### src/rtl/merge_sort_pkg.sv
// Shared types and constants for the merge-sort lower layer.
// Holds the sequencer state encoding, the default element width and the
// merged-length helper used to size collector and output vectors.
package merge_sort_pkg;

  localparam int unsigned DATA_W_DEF = 16;

  typedef logic [DATA_W_DEF-1:0] elem_t;

  typedef enum logic [2:0] {
    IDLE,
    LOAD,
    CLR,
    RUN,
    HOLD
  } seq_state_e;

  // Number of words produced by merging two runs of run_len elements.
  function automatic int unsigned mrg_len(input int unsigned run_len);
    return 2 * run_len;
  endfunction

endpackage

### src/rtl/lower_layer_2_1_collector.sv
// Merged-word collector for the 2:1 lower-layer sequencer.
// Stores strobed words at the running index and keeps a saturating word
// count; a write at full count is dropped and flagged on ovf.
module lower_layer_2_1_collector #(
  parameter int unsigned DATA_W  = 16,
  parameter int unsigned MRG_LEN = 4,
  parameter int unsigned CNT_W   = 3
) (
  input  logic                        clk,
  input  logic                        rst_n,
  input  logic                        clr,
  input  logic                        wr,
  input  logic [DATA_W-1:0]           wdata,
  output logic [MRG_LEN*DATA_W-1:0]   vec,
  output logic [CNT_W-1:0]            cnt,
  output logic                        ovf
);

  localparam logic [CNT_W-1:0] FULL = CNT_W'(MRG_LEN);

  logic [MRG_LEN*DATA_W-1:0] vec_q, vec_d;
  logic [CNT_W-1:0]          cnt_q, cnt_d;

  // Clear wipes every word so unfilled slots read back as zero.
  always_comb begin
    vec_d = vec_q;
    cnt_d = cnt_q;
    if (clr) begin
      vec_d = '0;
      cnt_d = '0;
    end else if (wr && (cnt_q != FULL)) begin
      for (int unsigned i = 0; i < MRG_LEN; i++) begin
        if (cnt_q == CNT_W'(i)) begin
          vec_d[i*DATA_W +: DATA_W] = wdata;
        end
      end
      cnt_d = cnt_q + 1'b1;
    end
  end

  // Word buffer and count registers.
  always_ff @(posedge clk or negedge rst_n) begin
    if (!rst_n) begin
      vec_q <= '0;
      cnt_q <= '0;
    end else begin
      vec_q <= vec_d;
      cnt_q <= cnt_d;
    end
  end

  assign vec = vec_q;
  assign cnt = cnt_q;
  assign ovf = wr && !clr && (cnt_q == FULL);

endmodule

### src/rtl/lower_layer_2_1_sequencer.sv
// Initiator side of the 2:1 lower-layer merge interface.
// Buffers one pending (A, B) run pair, launches the merge layer with a
// one-cycle load pulse, collects the strobed merged words and presents the
// merged vector downstream on valid/ready.
// Optional watchdog: define LL_SEQ_TIMEOUT_EN to abort a merge whose done
// never arrives after TIMEOUT_CYC cycles (sets err_tmo, emits partial vector).
module lower_layer_2_1_sequencer
  import merge_sort_pkg::*;
#(
  parameter int unsigned DATA_W      = DATA_W_DEF,
  parameter int unsigned RUN_LEN     = 2,
  parameter int unsigned TIMEOUT_CYC = 64
) (
  input  logic                                   clk,
  input  logic                                   rst_n,
  input  logic                                   in_valid,
  output logic                                   in_ready,
  input  logic [RUN_LEN*DATA_W-1:0]              in_run_a,
  input  logic [RUN_LEN*DATA_W-1:0]              in_run_b,
  output logic                                   ml_load,
  output logic [RUN_LEN*DATA_W-1:0]              ml_run_a,
  output logic [RUN_LEN*DATA_W-1:0]              ml_run_b,
  input  logic                                   ml_done,
  input  logic                                   ml_word_vld,
  input  logic [DATA_W-1:0]                      ml_word,
  output logic                                   out_valid,
  input  logic                                   out_ready,
  output logic [mrg_len(RUN_LEN)*DATA_W-1:0]     out_data,
  output logic                                   busy,
  output logic                                   err_len,
  output logic                                   err_tmo
);

  localparam int unsigned MRG_LEN = mrg_len(RUN_LEN);
  localparam int unsigned RUN_W   = RUN_LEN * DATA_W;
  localparam int unsigned VEC_W   = MRG_LEN * DATA_W;
  localparam int unsigned CNT_W   = $clog2(MRG_LEN + 1);
  localparam logic [CNT_W-1:0] MRG_CNT = CNT_W'(MRG_LEN);

  seq_state_e       state_q, state_d;
  logic             pend_full_q, pend_full_d;
  logic [RUN_W-1:0] pend_a_q, pend_a_d;
  logic [RUN_W-1:0] pend_b_q, pend_b_d;
  logic [RUN_W-1:0] ml_run_a_q, ml_run_a_d;
  logic [RUN_W-1:0] ml_run_b_q, ml_run_b_d;
  logic             out_valid_q, out_valid_d;
  logic [VEC_W-1:0] out_data_q, out_data_d;
  logic             err_len_q, err_len_d;

  logic             out_free;
  logic             coll_clr;
  logic             coll_wr;
  logic [VEC_W-1:0] coll_vec;
  logic [CNT_W-1:0] coll_cnt;
  logic             coll_ovf;

`ifdef LL_SEQ_TIMEOUT_EN
  localparam int unsigned TMO_W = $clog2(TIMEOUT_CYC + 1);
  localparam logic [TMO_W-1:0] TMO_LAST = TMO_W'(TIMEOUT_CYC - 1);
  logic [TMO_W-1:0] tmo_cnt_q, tmo_cnt_d;
  logic             err_tmo_q, err_tmo_d;
`endif

  // Collector is cleared on launch and only listens while in RUN.
  assign coll_clr = (state_q == LOAD);
  assign coll_wr  = (state_q == RUN) && ml_word_vld;

  lower_layer_2_1_collector #(
    .DATA_W  (DATA_W),
    .MRG_LEN (MRG_LEN),
    .CNT_W   (CNT_W)
  ) u_collector (
    .clk   (clk),
    .rst_n (rst_n),
    .clr   (coll_clr),
    .wr    (coll_wr),
    .wdata (ml_word),
    .vec   (coll_vec),
    .cnt   (coll_cnt),
    .ovf   (coll_ovf)
  );

  assign out_free = !out_valid_q || out_ready;

  // Next-state, pending slot, output register and sticky error logic.
  // The run pair is copied to ml_run_a/b on the edge into LOAD so the
  // merge layer sees stable runs together with the load pulse.
  always_comb begin
    state_d     = state_q;
    pend_full_d = pend_full_q;
    pend_a_d    = pend_a_q;
    pend_b_d    = pend_b_q;
    ml_run_a_d  = ml_run_a_q;
    ml_run_b_d  = ml_run_b_q;
    out_valid_d = out_valid_q;
    out_data_d  = out_data_q;
    err_len_d   = err_len_q;

    if (out_valid_q && out_ready) begin
      out_valid_d = 1'b0;
    end

    case (state_q)
      IDLE: begin
        if (pend_full_q && out_free) begin
          ml_run_a_d  = pend_a_q;
          ml_run_b_d  = pend_b_q;
          pend_full_d = 1'b0;
          state_d     = LOAD;
        end
      end
      LOAD: begin
        state_d = CLR;
      end
      CLR: begin
        if (!ml_done) begin
          state_d = RUN;
        end
      end
      RUN: begin
        if (coll_ovf) begin
          err_len_d = 1'b1;
        end
        if (ml_done) begin
          state_d = HOLD;
        end
      end
      HOLD: begin
        if (out_free) begin
          out_valid_d = 1'b1;
          out_data_d  = coll_vec;
          if (coll_cnt != MRG_CNT) begin
            err_len_d = 1'b1;
          end
          state_d = IDLE;
        end
      end
      default: begin
        state_d = IDLE;
      end
    endcase

    if (in_valid && !pend_full_q) begin
      pend_full_d = 1'b1;
      pend_a_d    = in_run_a;
      pend_b_d    = in_run_b;
    end

`ifdef LL_SEQ_TIMEOUT_EN
    tmo_cnt_d = tmo_cnt_q;
    err_tmo_d = err_tmo_q;
    if (state_q == LOAD) begin
      tmo_cnt_d = '0;
    end else if ((state_q == CLR) || (state_q == RUN)) begin
      // Watchdog overrides the normal transition; the cleared collector
      // supplies zeros for any words that never arrived.
      if (tmo_cnt_q == TMO_LAST) begin
        err_tmo_d = 1'b1;
        state_d   = HOLD;
      end else begin
        tmo_cnt_d = tmo_cnt_q + 1'b1;
      end
    end
`endif
  end

  // State and datapath registers, all cleared by reset.
  always_ff @(posedge clk or negedge rst_n) begin
    if (!rst_n) begin
      state_q     <= IDLE;
      pend_full_q <= 1'b0;
      pend_a_q    <= '0;
      pend_b_q    <= '0;
      ml_run_a_q  <= '0;
      ml_run_b_q  <= '0;
      out_valid_q <= 1'b0;
      out_data_q  <= '0;
      err_len_q   <= 1'b0;
    end else begin
      state_q     <= state_d;
      pend_full_q <= pend_full_d;
      pend_a_q    <= pend_a_d;
      pend_b_q    <= pend_b_d;
      ml_run_a_q  <= ml_run_a_d;
      ml_run_b_q  <= ml_run_b_d;
      out_valid_q <= out_valid_d;
      out_data_q  <= out_data_d;
      err_len_q   <= err_len_d;
    end
  end

`ifdef LL_SEQ_TIMEOUT_EN
  // Watchdog counter and sticky timeout flag.
  always_ff @(posedge clk or negedge rst_n) begin
    if (!rst_n) begin
      tmo_cnt_q <= '0;
      err_tmo_q <= 1'b0;
    end else begin
      tmo_cnt_q <= tmo_cnt_d;
      err_tmo_q <= err_tmo_d;
    end
  end
  assign err_tmo = err_tmo_q;
`else
  assign err_tmo = 1'b0;
`endif

  assign in_ready  = !pend_full_q;
  assign ml_load   = (state_q == LOAD);
  assign ml_run_a  = ml_run_a_q;
  assign ml_run_b  = ml_run_b_q;
  assign out_valid = out_valid_q;
  assign out_data  = out_data_q;
  assign busy      = (state_q != IDLE);
  assign err_len   = err_len_q;

endmodule

### config.mk
export PLATFORM = sky130hd
export DESIGN_NAME = lower_layer_2_1_sequencer
export DESIGN_NICKNAME = d
export VERILOG_FILES = /design/src/rtl/merge_sort_pkg.sv /design/src/rtl/lower_layer_2_1_collector.sv /design/src/rtl/lower_layer_2_1_sequencer.sv
export SDC_FILE = /design/constraint.sdc
export NUM_CORES = 1
export LEC_CHECK = 0
export CELL_PAD_IN_SITES_DETAIL_PLACEMENT = 0
export CELL_PAD_IN_SITES_GLOBAL_PLACEMENT = 1
export CORE_MARGIN = 2
export CORE_UTILIZATION = 41
export DETAILED_ROUTE_END_ITERATION = 10
export HOLD_SLACK_MARGIN = 0.15
export PLACE_DENSITY_LB_ADDON = 0.1
export SLEW_MARGIN = 5
export SYNTH_ARGS = -nofsm -noshare
export SYNTH_HDL_FRONTEND = slang
export SYNTH_SLANG_ARGS = --single-unit
### constraint.sdc
create_clock -name clk -period 2.25 [get_ports clk]
set_input_delay 0.225 -clock clk [delete_from_list [all_inputs] [get_ports clk]]
set_output_delay 0.225 -clock clk [all_outputs]
set_load 0.03 [all_outputs]
---- Word level (Yosys, flattened, before mapping) ----
Index checks and enable logic that the tools add are counted.
cells by class
  reductions and logical operators ........ 31
  add/subtract/negate cells ............... 1
  eq/ne operators ......................... 15
  multiplexer cells ....................... 23
operators with widths
  operator               count
  $mux W64               2
  $mux W16               4
  $mux W3                6
  $reduce_bool A2 Y1     8
  $pmux W3 S5            1
  $reduce_and A2 Y1      7
  $eq A3 B2 Y1 const B   4
  $ne A2 B2 Y1 const B   6
  $mux W1                9
  $reduce_and A4 Y1      2
  $logic_and A1 B1 Y1    7
  $eq A3 B1 Y1 const B   2
  $eq A3 B3 Y1 const B   2
  $logic_not A3 Y1       2
  $add A3 B1 Y3 const B  1
  $logic_not A1 Y1       3
  $ne A3 B3 Y1 const B   1
  $reduce_bool A3 Y1     1
  $pmux W1 S2            1
  $logic_or A1 B1 Y1     1
word-level totals
  flip-flop bits (word level) ............. 265
  output and inout port bits .............. 134

---- Longest topological paths before layout ----
  word-level depth ........................ 6
  mapped depth ............................ 8

---- Cells and area by module ----
Synthesis repeated with hierarchy kept, for this count alone.
unflattened totals
  cells, all modules ...................... 742
  area, all modules ....................... 10506.3 um2
modules (own cells, without submodules)
  module                     seq. area each (um2)  cells each  area each (um2)  times used
  lower_layer_2_1_sequencer  4954.8                437         7546.0           1
  lower_layer_2_1_collector  1676.6                305         2960.3           1

---- Least setup slack after synthesis ----
No wires, ideal clock.
  path kind ............................... register to register
  start point ............................. register state_q[2]
  end point ............................... register ml_run_a_q[0], in the netlist ml_run_a[0]
  arrival time ............................ 1842 ps
  required time ........................... 2125 ps
  buffers on the path ..................... 3
  cell stages (with the launch flop) ...... 7
  setup slack ............................. 283 ps
  cells stage by stage .................... dfrtp_1 > buf_6 > or3_4 > or3b_1 > buf_6 > buf_6 > mux2_4
on the way
  cells in the longest elaborated chain, start to end .. 2
RTL lines
  what                                line                              text
  start: declaration                  lower_layer_2_1_sequencer.sv:40   seq_state_e state_q, state_d;
  start signal: assignment            lower_layer_2_1_sequencer.sv:180  state_q <= state_d;
  $logic_not A3 Y1                    lower_layer_2_1_sequencer.sv:103  case (state_q)
  $reduce_and A2 Y1 (no source line)  n/a
  end signal: assignment              lower_layer_2_1_sequencer.sv:184  ml_run_a_q <= ml_run_a_d;
  end: declaration                    lower_layer_2_1_sequencer.sv:44   logic [RUN_W-1:0] ml_run_a_q, ml_run_a_d;
Every way passes these cells.
A chain may end at the register's enable or synchronous reset.

---- Final worst setup path ----
  start point ............................. register state_q[2]
  end point ............................... output port ml_load
on the way
  cells in the longest elaborated chain, start to end .. 1
RTL lines
  what              line                              text
  $eq A3 B1 Y1      lower_layer_2_1_sequencer.sv:209  assign ml_load = (state_q == LOAD);
  end: declaration  lower_layer_2_1_sequencer.sv:20   output logic ml_load,
Every way passes these cells.

==> impl_metrics.tcl <==
set metrics [dict create \
    grt_max_degree 75 \
    cp.arrival_ps 1810 \
    htreeDepth 1 \
    end_kind "output pin" \
    synth_top_cell_by_area "dfrtp_1" \
    fp.dieW_um 164 \
    drv_slew 0 \
    ys_seq_area_share_pct 63.5 \
    slowest_delay_ps 490 \
    synth_edf_count 0 \
    synth_top_area_share_pct 63.5 \
    layout_min_cycle_time_ps 2030 \
    syn_area_per_cell_um2 14.0 \
    fp-row-count 58 \
    vdd.ir_drop.worst_mv 0.699 \
    place_congestion 0.780 \
    p_sw_mw 7.82 \
    clock_skew_ps 7.87 \
    cp.buffers_inverters 2 \
    ys_top_cells_by_area "dfrtp_1, mux2_2, mux2_4" \
    critical_path.max_fanout 9 \
    core_area_mm2 0.0251 \
    hpwlAfterDp_mm 16.3 \
    hp-class "input port to async pin" \
    reg2reg_slack_ps 270 \
    grt_pass1_vias 6887 \
    final_common_cell "dfrtp_1" \
    route.detailed.drc 0 \
    antenna_cells 0 \
    fill_cells 2110 \
    rsz0062_at_grt "no" \
    cp-start-kind "register" \
    drt-initial-drc-count 318 \
    die_area_mm2 0.0268 \
    switching_share_pct 35.0 \
    synth_fp_nets 839 \
    cts-root-buf "clkbuf_16" \
    critPathKind "register to output pin" \
    yosysWarnings 0 \
    setup_viol 0 \
    worst_path_max_delay_cell "or3b_2" \
    ys.flop_type "dfrtp_1" \
    syn_area_mm2 0.0104 \
    holdWs_ps 175 \
    ant_nets 0 \
    pwr_density_cell_mw_per_mm2 1580 \
    final_core_util_pct 56.0 \
    layout.nets 1058 \
    drive_gt1_share_pct 27.4 \
    pwr-share-comb_pct 41.3 \
    slew-limit-headroom_pct 49.7 \
    grt_pass1_wl_mm 38.5 \
    status "finished clean" \
    grt_usage_pct 18.1 \
    cts_tree "yes" \
    worst_pin_slew_ps 755 \
    startpoint "state_q[2]" \
    tns_ps 0 \
    ys_seq_elements 265 \
    r2r_cells 4 \
    clock_sinks 265 \
    synthArstFlopShare_pct 100 \
    cp_cell_sequence "or3b_2, inv_1, clkbuf_2" \
    drt-pass1-iter-count 4 \
    final_cell_mix "dfrtp_1, clkdlybuf4s50_1, mux2_2" \
    start_util_pct 41.6 \
    grt_overflow 0 \
    pwr-share-clk_pct 21.9 \
    routed_via_density 4.95 \
    critPathRequiredTime_ps 2030 \
    dieHeight_um 164 \
    p_leak_nw 6.32 \
    wl_per_cell_um 18.4 \
    clockBufferDepth 3 \
    cts_buffers 29 \
    cap_violations 0 \
    wl_mm 24.3 \
    final_hold_viol_count 0 \
    vias 6529 \
    r2r_start "state_q[2]" \
    seqPwrFrac_pct 36.7 \
    antenna_found_initial 0 \
    clk_pin_slew_ps 60 \
    pin_count 220 \
    internal_power_mw 14.5 \
    fin_crit_sh_pct 90.4 \
    io_buffer_count 218 \
    area_growth_pct 34.7 \
    yosys.cell_types.count 32 \
    clkLatencyLatePin_ps 540 \
    clock.fmax_ghz 0.492 \
    syn_inst 748 \
    r2r_end "ml_run_a[2]" \
    cp_top_family "simple AND/OR/NAND/NOR gates" \
]
==> synthesized netlist by cell type (2+ instances only) <==
library cell and number:
and2_0 3, and2_1 4, buf_1 2, buf_2 6, buf_6 7, clkbuf_1 35
dfrtp_1 265, ha_1 5, inv_1 7, mux2_2 144, mux2_4 49, mux2i_1 4
nand2_1 72, nand3_1 61, nand4_1 2, nor2_1 4, o21ai_0 63
==> registers in the layout, indices dropped and copies added (netlist names) <==
name             cells
pend_full_q          1
ml_run_a            32
pend_a_q            32
u_collector.vec     64
state_q              3
ml_run_b            32
u_collector.cnt      3
out_data            64
pend_b_q            32
out_valid            1
err_len              1
==> metal layers <==
metal | wire length (um) | vias to the layer above | global-route usage (%)
met5 | 0 | - | 0
met4 | 546 | 0 | 5.18
met3 | 1560 | 42 | 3.22
met2 | 11000 | 209 | 28.3
met1 | 11200 | 3251 | 26.0
li1 | - | 3027 | -
==> how the worst max path moves through the flow <==
| stage | to | slack (ps) | depth (start not counted) |
|---|---|---|---|
| 6_report | ml_load | 220 | 3 |
| 2_1_floorplan | ml_run_a[0] | 280 | 6 |
| 3_3_place_gp | ml_load | 320 | 3 |
| 4_1_cts | busy | 0.1 | 2 |
| 3_5_place_dp | ml_run_a[2] | 300 | 4 |
| 5_1_grt | ml_load | 120 | 3 |
==> stage by stage <==
stage | setup WS [ps] | instance area [um2] | power (mW) | std cells
floorplan | 283 | 10400 | 13.9 | 748
global placement | 320 | 13100 | 17.3 | 1265
detailed placement | 296 | 13100 | 17.6 | 1265
CTS | 0.140 | 14100 | 22.6 | 1319
global route | 123 | 14100 | 23.5 | 1319
finish | 216 | 14100 | 22.3 | 1319
==> layout make-up <==
| type | instances | area [um2] | share of cell area (%) |
|---|---|---|---|
| clock buffers | 42 | 875 | 6.21 |
| flip-flops and latches | 265 | 6630 | 47.1 |
| inverters | 7 | 26.3 | 0.187 |
| clock inverters | 11 | 140 | 0.996 |
| well taps | 330 | 413 | 2.93 |
| multi-input cells | 425 | 3560 | 25.3 |
| repair buffers | 239 | 2430 | 17.3 |
==> power groups by stage <==
stage	combinational, mW	clock (mW)	sequential (mW)
after floorplan	3.73	0	10.1
after CTS	9.34	5.03	8.23
after global placement	9.13	0	8.16
after detailed placement	9.31	0	8.29
after global routing	9.76	5.25	8.49
final	9.21	4.89	8.20
==> logic make-up (layout without fill, tap and decap cells) <==
logic type,Yosys count,after routing,share of synthesized area [%]
AND/OR/NAND/NOR,154,154,6.85
flip-flops,265,265,63.5
AO/OA/AOI/OAI,68,68,3.39
buffers and inverters,58,299,2.70
multiplexers,197,197,22.9
other,1,1,0.0359
adder cells (fa/ha/maj),5,5,0.599
==> what timing repair did <==
item / CTS / global route
endpoints found under the hold margin: 265 / 0
gates cloned: 0 / 0
hold buffers: 1 / 0
gates resized for setup: 2 / 2
setup buffers: 0 / 0
endpoints found under the setup margin: 1 / 2
Power figures use the tool's default switching activity.
